## src/rtl/ask_demodulation.sv

```systemverilog
// ASK demodulator: locks onto a carrier burst and integrates |sample - MID| over
// BIT_LEN samples per bit, slicing the per-bit energy against ENERGY_TH.
module ask_demodulation #(
   parameter int          BIT_LEN   = 512,
   parameter logic [15:0] MID       = 16'h2710,
   parameter logic [15:0] AMP_TH    = 16'd2000,
   parameter int          ENERGY_TH = 512000,
   parameter int          MAX_ZEROS = 8
) (
   input  logic        clk,
   input  logic        reset,
   input  logic        enable,
   input  logic [15:0] sample_in,
   output logic        dout,
   output logic        dout_valid,
   output logic        locked
);

   localparam int CNT_W = $clog2(BIT_LEN);
   localparam int ACC_W = 16 + CNT_W;
   localparam int ZW    = $clog2(MAX_ZEROS + 1);

   typedef enum logic {IDLE = 1'b0, RUN = 1'b1} state_t;

   state_t             state;
   logic [ACC_W-1:0]   acc;
   logic [CNT_W-1:0]   bit_cnt;
   logic [ZW-1:0]      zero_cnt;
   logic               hold_off;

   logic signed [16:0] diff;
   logic signed [16:0] diff_neg;
   logic [15:0]        dev;
   logic [ACC_W-1:0]   total;
   logic               bit_val;
   logic               bit_end;

   always_comb begin
      diff     = $signed({1'b0, sample_in}) - $signed({1'b0, MID});
      diff_neg = -diff;
      dev      = diff[16] ? diff_neg[15:0] : diff[15:0];
      total    = acc + ACC_W'(dev);
      bit_val  = (total >= ACC_W'(ENERGY_TH));
      bit_end  = (bit_cnt == CNT_W'(BIT_LEN - 1));
   end

   // hold_off blocks a trigger on the cycle IDLE is re-entered after lock loss.
   always_ff @(posedge clk) begin
      if (reset) begin
         state      <= IDLE;
         locked     <= 1'b0;
         dout       <= 1'b0;
         dout_valid <= 1'b0;
         acc        <= '0;
         bit_cnt    <= '0;
         zero_cnt   <= '0;
         hold_off   <= 1'b0;
      end else begin
         dout_valid <= 1'b0;
         if (!enable) begin
            state    <= IDLE;
            locked   <= 1'b0;
            acc      <= '0;
            bit_cnt  <= '0;
            zero_cnt <= '0;
            hold_off <= 1'b0;
         end else begin
            case (state)
               IDLE: begin
                  hold_off <= 1'b0;
                  if (!hold_off && (dev > AMP_TH)) begin
                     state   <= RUN;
                     locked  <= 1'b1;
                     acc     <= ACC_W'(dev);
                     bit_cnt <= CNT_W'(1);
                  end
               end
               RUN: begin
                  if (bit_end) begin
                     dout       <= bit_val;
                     dout_valid <= 1'b1;
                     acc        <= '0;
                     bit_cnt    <= '0;
                     if (bit_val) begin
                        zero_cnt <= '0;
                     end else if (zero_cnt == ZW'(MAX_ZEROS - 1)) begin
                        state    <= IDLE;
                        locked   <= 1'b0;
                        zero_cnt <= '0;
                        hold_off <= 1'b1;
                     end else begin
                        zero_cnt <= zero_cnt + 1'b1;
                     end
                  end else begin
                     acc     <= total;
                     bit_cnt <= bit_cnt + 1'b1;
                  end
               end
               default: begin
                  state  <= IDLE;
                  locked <= 1'b0;
               end
            endcase
         end
      end
   end

endmodule

```

## config.mk

```make
export PLATFORM = sky130hd
export DESIGN_NAME = ask_demodulation
export DESIGN_NICKNAME = d
export VERILOG_FILES = /design/src/rtl/ask_demodulation.sv
export SDC_FILE = /design/constraint.sdc
export NUM_CORES = 1
export LEC_CHECK = 0
export CORE_AREA = 2 2 103 105
export DETAILED_ROUTE_END_ITERATION = 8
export DIE_AREA = 0 0 105 107
export MAX_ROUTING_LAYER = met4
export PLACE_DENSITY_LB_ADDON = 0.3
export SYNTH_ARGS = -nofsm -noshare
export SYNTH_HDL_FRONTEND = slang
export SYNTH_SLANG_ARGS = --single-unit
export TNS_END_PERCENT = 10
```

## constraint.sdc

```tcl
create_clock -name clk -period 8.9 [get_ports clk]
set_input_delay 2.225 -clock clk [delete_from_list [all_inputs] [get_ports clk]]
set_output_delay 2.225 -clock clk [all_outputs]
set_load 0.03 [all_outputs]
```

==> Word-level counts from Yosys, hierarchy flattened <==
Index checks and enable logic that the tools add are counted.
{ "word_totals": {"register_bits": 43, "input_bits": 19, "out_inout_bits": 3, "wordCells": 55} }
{ "op_classes": {"addsub": 5, "magnitude_cmp": 2, "n_eq_ne": 6, "muxes": 24, "n_bitwise": 2, "reduce_logical": 8} }
{ "ops": {"columns": ["operator", "n"], "rows": [
  ["$mux W25", 2],
  ["$pmux W25 S2", 1],
  ["$add A25 B16 Y25", 1],
  ["$ge A25 B19 Y1 const B", 1],
  ["$mux W9", 2],
  ["$pmux W9 S2", 1],
  ["$sub A16 B14 Y17 const B", 1],
  ["$gt A16 B11 Y1 const B", 1],
  ["$mux W16", 1],
  ["$neg A16 Y16", 1],
  ["$mux W1", 12],
  ["$add A9 B1 Y9 const B", 1],
  ["$eq A9 B9 Y1 const B", 1],
  ["$mux W4", 2],
  ["$pmux W1 S2", 3],
  ["$reduce_and A3 Y1", 2],
  ["$add A4 B1 Y4 const B", 1],
  ["$eq A4 B3 Y1 const B", 1],
  ["$ne A2 B1 Y1 const B", 2],
  ["$ne A2 B2 Y1 const B", 2],
  ["$reduce_and A4 Y1", 1],
  ["$reduce_or A3 Y1", 1],
  ["$not A1 Y1", 2],
  ["$reduce_and A2 Y1", 1],
  ["other kinds (3)", 3]
]} }

==> Logic depth before layout (Yosys ltp) <==
Gate-level depths: netlist (run 1).
{ "depth": {"depth_word": 8, "ltp_mapped": 21} }

==> Worst setup path before layout (run 1) <==
No wires, ideal clock.
{ "synth_path": {"path_type": "input-to-reg", "startpoint": "input sample_in[4]", "endpoint": "register zero_cnt[1]", "setup_ns": 0.072, "arrival_time_ns": 6.753, "path_slack_ns": 2.075, "cell_stages": 19, "path_buffers": 3, "cell_sequence": "buf_1 > inv_1 > ha_1 > buf_2 > o21bai_1 > a211oi_1 > nor3_1 > o41ai_2 > xor2_1 > ha_1 > or3_1 > o221ai_1 > nand2_1 > a31oi_1 > clkbuf_1 > o21ai_0 > a211o_1 > or4b_1 > a21oi_1"} }
{ "synth_via": {"elab_chain_len": 6} }
{ "synth_rtl": {"columns": ["item", "line_no", "rtl"], "rows": [
  ["from (decl)", "13", "input logic [15:0] sample_in,"],
  ["$sub A16 B14 Y17 (*)", "39", "diff = $signed({1'b0, sample_in}) - $signed({1'b0, MID});"],
  ["$neg A16 Y16", "40", "diff_neg = -diff;"],
  ["$mux W16 (*)", "41", "dev = diff[16] ? diff_neg[15:0] : diff[15:0];"],
  ["$add A25 B16 Y25 (*)", "42", "total = acc + ACC_W'(dev);"],
  ["$ge A25 B19 Y1 (*)", "43", "bit_val = (total >= ACC_W'(ENERGY_TH));"],
  ["$mux W4 (*)", "84", "if (bit_val) begin"],
  ["to (signal assigned)", "92", "zero_cnt <= zero_cnt + 1'b1;"],
  ["to (decl)", "28", "logic [ZW-1:0] zero_cnt;"]
]} }
Every way passes the cells marked *; elsewhere a longest branch is shown, timed or not.
A chain may end at the register's enable or synchronous reset.

==> Worst setup path in the final report (run 1) <==
Ends and elaborated chain as after synthesis.

==> impl_results.md, run 1 <==
- Status: finished clean
- Die Y: 107 um
- Worst setup SP type: input pin
- ANT cells: 0
- Area delta synth->final: 7.84%
- Rows: 37
- Hold Path Stages: 1
- Fin crit period: 7.92 ns
- Post-synthesis compound-gate area fraction: 32.7%
- Cells along the critical path: clkdlybuf4s50_1 -> inv_1 -> ha_1 -> nor3b_2 -> o211a_1 -> nand2_1 -> xnor2_1 -> inv_1 -> ha_1 -> a21o_1 -> a211o_1 -> o21ai_1 -> nand2_1 -> a31oi_1 -> o21ai_0 -> a211o_1 -> or4b_1 -> a21oi_1
- Synthesized-area fraction occupied by and/or/nand/nor cells: 26.1%
- Via count: 4249
- Hold EP: bit_cnt[0]
- Clock sinks: 43
- DP Worst Slack: 0.746 ns
- Synth Register Bits: 43
- CP endpoint kind: flip-flop
- Top cell family by delay on the critical path: compound AO/OA/AOI/OAI gates
- MaxCap Viol Count: 0
- XOR/XNOR Fraction of Synth Area: 6.42%
- Worst-Margin Slew: 1.22 ns
- Post-synth EDFFs: 0
- Worst-skew pair later-pin latency: 0.31 ns
- Hold Buf Count CTS: 0
- Slew headroom: 18.5%
- Fin Setup TNS: 0 ns
- Final wirelength: 11100 um
- Initial Util: 41.9%
- Resized Gates After CTS: 0
- Initial antenna violation count: 0
- Worst-path clk slew: 0.10 ns
- R2R Setup Slk: 5.14 ns
- P per Cell Area: 119 nW/um2
- Die footprint: 11200 um2
- Asr flop ratio synth: 0%
- Setup Fix Bufs, Post-CTS: 0
- Max Slew Vio Count: 0
- Maximum fanout along the worst path: 15
- DRT iter0 DRCs: 277
- Sequential-to-total area share from yosys stat: 20.3%
- Layout Skew: 0.00675 ns
- P_leak: 1.70 nW
- Main combinational cell family by area after synthesis: compound AO/OA/AOI/OAI gates
- CTS tree: yes
- VDD IR max: 77.3 uV
- First-pass GRT wire length: 18600 um
- Core Box Area: 10100 um2
- Fraction of layout cells with a size suffix above 1: 6.46%
- Unrepaired setup endpoints after global routing: no
- Ys flop type: dfxtp_1
- Reg2reg end: zero_cnt[0]
- Max Root-Sink Buffers: 2
- Max Clock Freq: 126 MHz
- Post-synth cell types: 80
- Fill count: 1046
- Avg WL per Cell: 16.0 um
- Mapped Nets: 606
- Cells on worst reg2reg path: 12
- Proportion of synthesized area in mux cells: 0.473%
- Grt ovf: 0
- Vias in the first global route: 3939
- Critical-path top delay cell: a31oi_1
- Worst Path Required: 9.14 ns
- GPL Wtd Cong: 0.921
- Yosys warnings: 0
- Htree depth: 2
- First-pass iteration count of the detailed router: 5
- Cells after synthesis: 561
- DRC violations left: 0
- Worst Hold Launch: bit_cnt[0]
- Hold Path Class: reg2reg
- CP peak stage delay: 0.71 ns
- Mean Syn Cell Area: 7.54 um2
- Post-route ant nets: 0
- Root Buffer: clkbuf_8
- Via density per instance: 6.13
- CP Class: in2reg
- Final setup violation count: 0
- Pin count of the biggest net entering global routing: 31
- Final worst-path setup slack: 0.985 ns
- Post-DP HPWL: 7980 um
- Final Net Count: 601
- R2r startpoint: acc[0]
- Arr. time, crit path: 8.16 ns
- Final period util: 88.9%
- Number of I/O pins: 22
- Tot GR Track Use: 20.5%
- Die Span X: 105 um
- FF+latch area: 861 um2
- Port Buf Inserts: 21
- Mapped Area: 4230 um2
- Final Hold Vio Count: 0
- Multi-input combinational cell area: 3120 um2
- WP buf/inv: 3
- Num CTS Buffers: 5
- Adder-Cell Fraction of Synth Area: 7.87%
==> how the worst max path moves through the flow <==
stage	from	endpoint	slack, ns	cells after the start
2_1_floorplan	sample_in[4]	zero_cnt[1]	2.07	19
3_3_place_gp	sample_in[4]	zero_cnt[1]	1.01	18
3_5_place_dp	sample_in[4]	zero_cnt[1]	0.75	18
4_1_cts	sample_in[4]	zero_cnt[1]	1.07	18
5_1_grt	sample_in[4]	state	0.44	18
6_report	sample_in[4]	zero_cnt[1]	0.98	18
==> power breakdown <==
part           switching (W)  total (W)  internal (W)
sequential        0.00000698   0.000206      0.000199
combinational       0.000119   0.000197     0.0000782
clock              0.0000838   0.000140     0.0000564
total               0.000210   0.000544      0.000334
==> flip-flops by register name, summed over array words and instances (netlist names) <==
signal      cells
locked          1
hold_off        1
state           1
dout            1
acc            25
bit_cnt         9
dout_valid      1
zero_cnt        4
==> cell usage after synthesis (3+ instances only) <==
library cell  number  share of area (%)
nor3b_1            4               0.71
o221a_1            3               0.80
a211oi_2           3               0.89
and3_1             8                1.2
clkbuf_1          23                2.0
a211oi_1          11                2.0
buf_6              3               0.80
xor2_1            13                2.7
nor2b_1            5               0.74
o21a_1             6                1.1
o211ai_1           7                1.2
or4_1              3               0.53
o32ai_1            3               0.62
nor4_1             4               0.59
a21o_1             7                1.2
nand4_1           13                1.9
o211a_1            3               0.71
buf_1              3               0.27
and4_1             5                1.0
a21oi_1           37                4.4
o221a_2            8                2.1
xnor2_1           18                3.7
o31ai_1            5               0.89
a31oi_1           14                2.1
or3_1              4               0.59
and2_1             6               0.89
dfxtp_1           43                 20
o21ai_0           42                5.0
nand2_1           53                4.7
nor2_1            42                3.7
nand2b_1           8                1.2
nor3_1            23                2.7
buf_2              7               0.83
a211o_1            6                1.2
ha_1              25                7.4
nand3_1           10                1.2
inv_1             24                2.1
==> per-stage QoR <==
step                      hold WS, ns  power (W)  instance area [um2]  std cells  utilization, %
final                           0.492   0.000544                 4560        693            45.2
after detailed placement        0.464   0.000404                 4470        685            44.3
after global placement          0.463   0.000401                 4470        685            44.3
after global routing            0.515   0.000577                 4560        693            45.2
after floorplan                 0.436   0.000359                 4230        561               -
after CTS                       0.489   0.000543                 4560        693            45.2
==> layout make-up <==
cell class,instances,area share [%]
clock inverter,3,0.521
tap,136,3.73
multi-input combinational,458,68.3
inverter,24,1.97
timing repair buffer,24,5.10
sequential,43,18.9
clock buffer,5,1.51
==> cells by family after synthesis <==
family          after synthesis
simple gates                207
compound gates              192
buf+inv                      60
flops                        43
xor+xnor                     31
fa+ha+maj                    26
mux                           2
==> layer usage <==
metal | wire (um) | vias up | track usage [%]
met2 | 5010 | 99 | 32.6
met4 | 187 | 0 | 6.48
li1 | - | 2095 | -
met3 | 479 | 19 | 2.86
met5 | 0 | - | -
met1 | 5400 | 2036 | 26.9
==> layout by cell type, fill, tap and decap left out, drive strengths merged, types with 4 or more instances in the layout <==
cell	n
nand2b	8
nand2	53
o21a	6
nor2b	5
nor4	5
ha	25
o31ai	5
or3b	4
nor2	42
nand3	10
o221a	11
xor2	13
or3	4
a21oi	38
and3	8
nand4	13
and4	5
o21ai	44
o211ai	7
a211oi	14
inv	25
nor3b	5
a21o	7
a31oi	14
and2	6
a211o	6
xnor2	18
nor3	23
dfxtp	43
clkbuf	5
or2	4
clkdlybuf4s50	21
No activity file was read; power rests on OpenSTA's default activity.
==> run 2: changes to the inputs <==
DONT_BUFFER_PORTS = 1   (was default)
==> impl_results.md, run 2 (synthesis gave the netlist of run 1 again) <==
- Die Y: 107 um
- Largest register FFs: 25
- Final period util: 80.5%
- First-pass iteration count of the detailed router: 4
- Via count: 4170
- Core Box Area: 10100 um2
- Area delta synth->final: 3.22%
- Root Buffer: clkbuf_8
- Sw frac: 35.8%
- Cells on worst reg2reg path: 12
- R2R Setup Slk: 5.12 ns
- Port Buf Inserts: 0
- Initial Util: 41.9%
- DRC violations left: 0
- Launch point of the critical path: sample_in[5]
- Via density per instance: 6.21
- Logic pwr share: 32.5%
- Worst-path clk slew: 0.10 ns
- DRT iter0 DRCs: 286
- R2r startpoint: acc[0]
- Largest regs: acc (25), bit_cnt (9), zero_cnt (4)
- Resized Gates After CTS: 0
- Status: finished clean
- MaxCap Viol Count: 0
- ANT cells: 0
- CTS tree: yes
- Arr. time, crit path: 7.40 ns
- Net switching power: 0.000197 W
- Fin Setup TNS: 0 ns
- Setup Fix Bufs, Post-CTS: 0
- Fin crit period: 7.16 ns
- Pin count of the biggest net entering global routing: 31
- Unrepaired setup endpoints after global routing: no
- Htree depth: 2
- VDD IR max: 76.0 uV
- Post-route ant nets: 0
- Tot GR Track Use: 20.6%
- P per Cell Area: 126 nW/um2
- Clock sinks: 43
- Reg2reg end: dout
- Post-DP HPWL: 8170 um
- Clk pwr share: 29.9%
- Hold Buf Count CTS: 0
- Worst setup SP type: input pin
- Fraction of layout cells with a size suffix above 1: 6.54%
- DP Worst Slack: 1.47 ns
- Fill count: 1067
- CP Class: in2reg
- Vias in the first global route: 3910
- Num CTS Buffers: 5
- Max Slew Vio Count: 0
- Highest-count cells in the layout ignoring fill and taps: nand2_1 (53), dfxtp_1 (43), nor2_1 (42), o21ai_0 (42), a21oi_1 (37)
- Commonest non-fill, non-tap cell in the layout: nand2_1
- Seq pwr share: 37.5%
- Layout Skew: 0.00636 ns
- CP endpoint kind: flip-flop
- Max Clock Freq: 140 MHz
- Final worst-path setup slack: 1.74 ns
- Die footprint: 11200 um2
- Number of I/O pins: 22
- Worst-Margin Slew: 1.27 ns
- Critical-path top delay cell: a31oi_1
- Final setup violation count: 0
- Rows: 37
- Cells along the critical path: inv_1 -> ha_1 -> nor3b_2 -> o211a_1 -> nand2_1 -> xnor2_1 -> inv_1 -> ha_1 -> a21o_1 -> a211o_1 -> o21ai_1 -> nand2_1 -> a31oi_1 -> o21ai_0 -> a211o_1 -> or4b_1 -> a21oi_1
- Max Root-Sink Buffers: 2
- Crit path to: zero_cnt[1]
- Grt ovf: 0
- Initial antenna violation count: 0
- Final wirelength: 11300 um
- GPL Wtd Cong: 0.911
- Slew headroom: 15.3%
- CP peak stage delay: 0.72 ns
- Final Hold Vio Count: 0
- Pint: 0.000354 W
- First-pass GRT wire length: 18800 um
- Avg WL per Cell: 16.8 um
- Hold Path Class: reg2reg
- Register with the most flip-flops: acc
- Maximum fanout along the worst path: 15
- Final Net Count: 579
- P_leak: 1.62 nW
- Die Span X: 105 um
- Worst Path Required: 9.14 ns
- Worst-skew pair later-pin latency: 0.31 ns
-- run 2: changes by cell type in the layout (fill, tap and decap cells not counted), sizes merged --
cell           change
bufinv             +1
clkinvlp           -1
clkdlybuf4s50     -21
buf                -1
-- run 2: layout make-up --
cell class                      instances  area [um2]  share of cell area (%)
Inverter                               24        90.1                    2.06
Clock buffer                            5        68.8                    1.58
Multi-Input combinational cell        458        3120                    71.3
Clock inverter                          3        46.3                    1.06
Timing Repair Buffer                    2        15.0                   0.344
Sequential cell                        43         861                    19.7
Tap cell                              136         170                    3.90
-- run 2: through the flow --
| stage | hold slack (ns) | total power, W | util, % | cell area [um2] | instances |
|---|---|---|---|---|---|
| after floorplan | 0.436 | 0.000359 | - | 4230 | 561 |
| after global placement | 0.458 | 0.000385 | 42.1 | 4250 | 663 |
| after detailed placement | 0.472 | 0.000387 | 42.1 | 4250 | 663 |
| after CTS | 0.488 | 0.000551 | 43.3 | 4370 | 671 |
| after global routing | 0.507 | 0.000582 | 43.3 | 4370 | 671 |
| final | 0.478 | 0.000551 | 43.3 | 4370 | 671 |
-- run 2: routing by layer --
layer	wire length [um]	global-route usage [%]	vias up
met1	5590	28.3	2017
li1	-	-	2056
met5	0	-	-
met3	463	3.04	17
met2	5030	31.5	80
met4	176	5.81	0
-- run 2: worst min-delay path by stage --
stage,start,to,cells past startpoint
after floorplan,bit_cnt[0],bit_cnt[0],1
after global placement,bit_cnt[0],bit_cnt[0],1
after detailed placement,bit_cnt[1],bit_cnt[1],2
after CTS,zero_cnt[1],zero_cnt[1],2
after global routing,bit_cnt[0],bit_cnt[0],1
final,bit_cnt[0],bit_cnt[0],1
-- run 2: critical path, delay by kind of cell --
family / cells / cell delay [ns]
compound gates: 8 / 2.81
xor+xnor: 1 / 0.29
fa+ha+maj: 2 / 0.66
buf+inv: 2 / 0.14
simple gates: 4 / 1.29
-- run 2: power groups by stage --
stage,clock network [W],logic (W),registers (W)
2_1_floorplan,0,0.000151,0.000208
3_3_place_gp,0,0.000174,0.000211
3_5_place_dp,0,0.000176,0.000211
4_1_cts,0.000167,0.000177,0.000207
5_1_grt,0.000174,0.000200,0.000208
6_report,0.000165,0.000179,0.000207
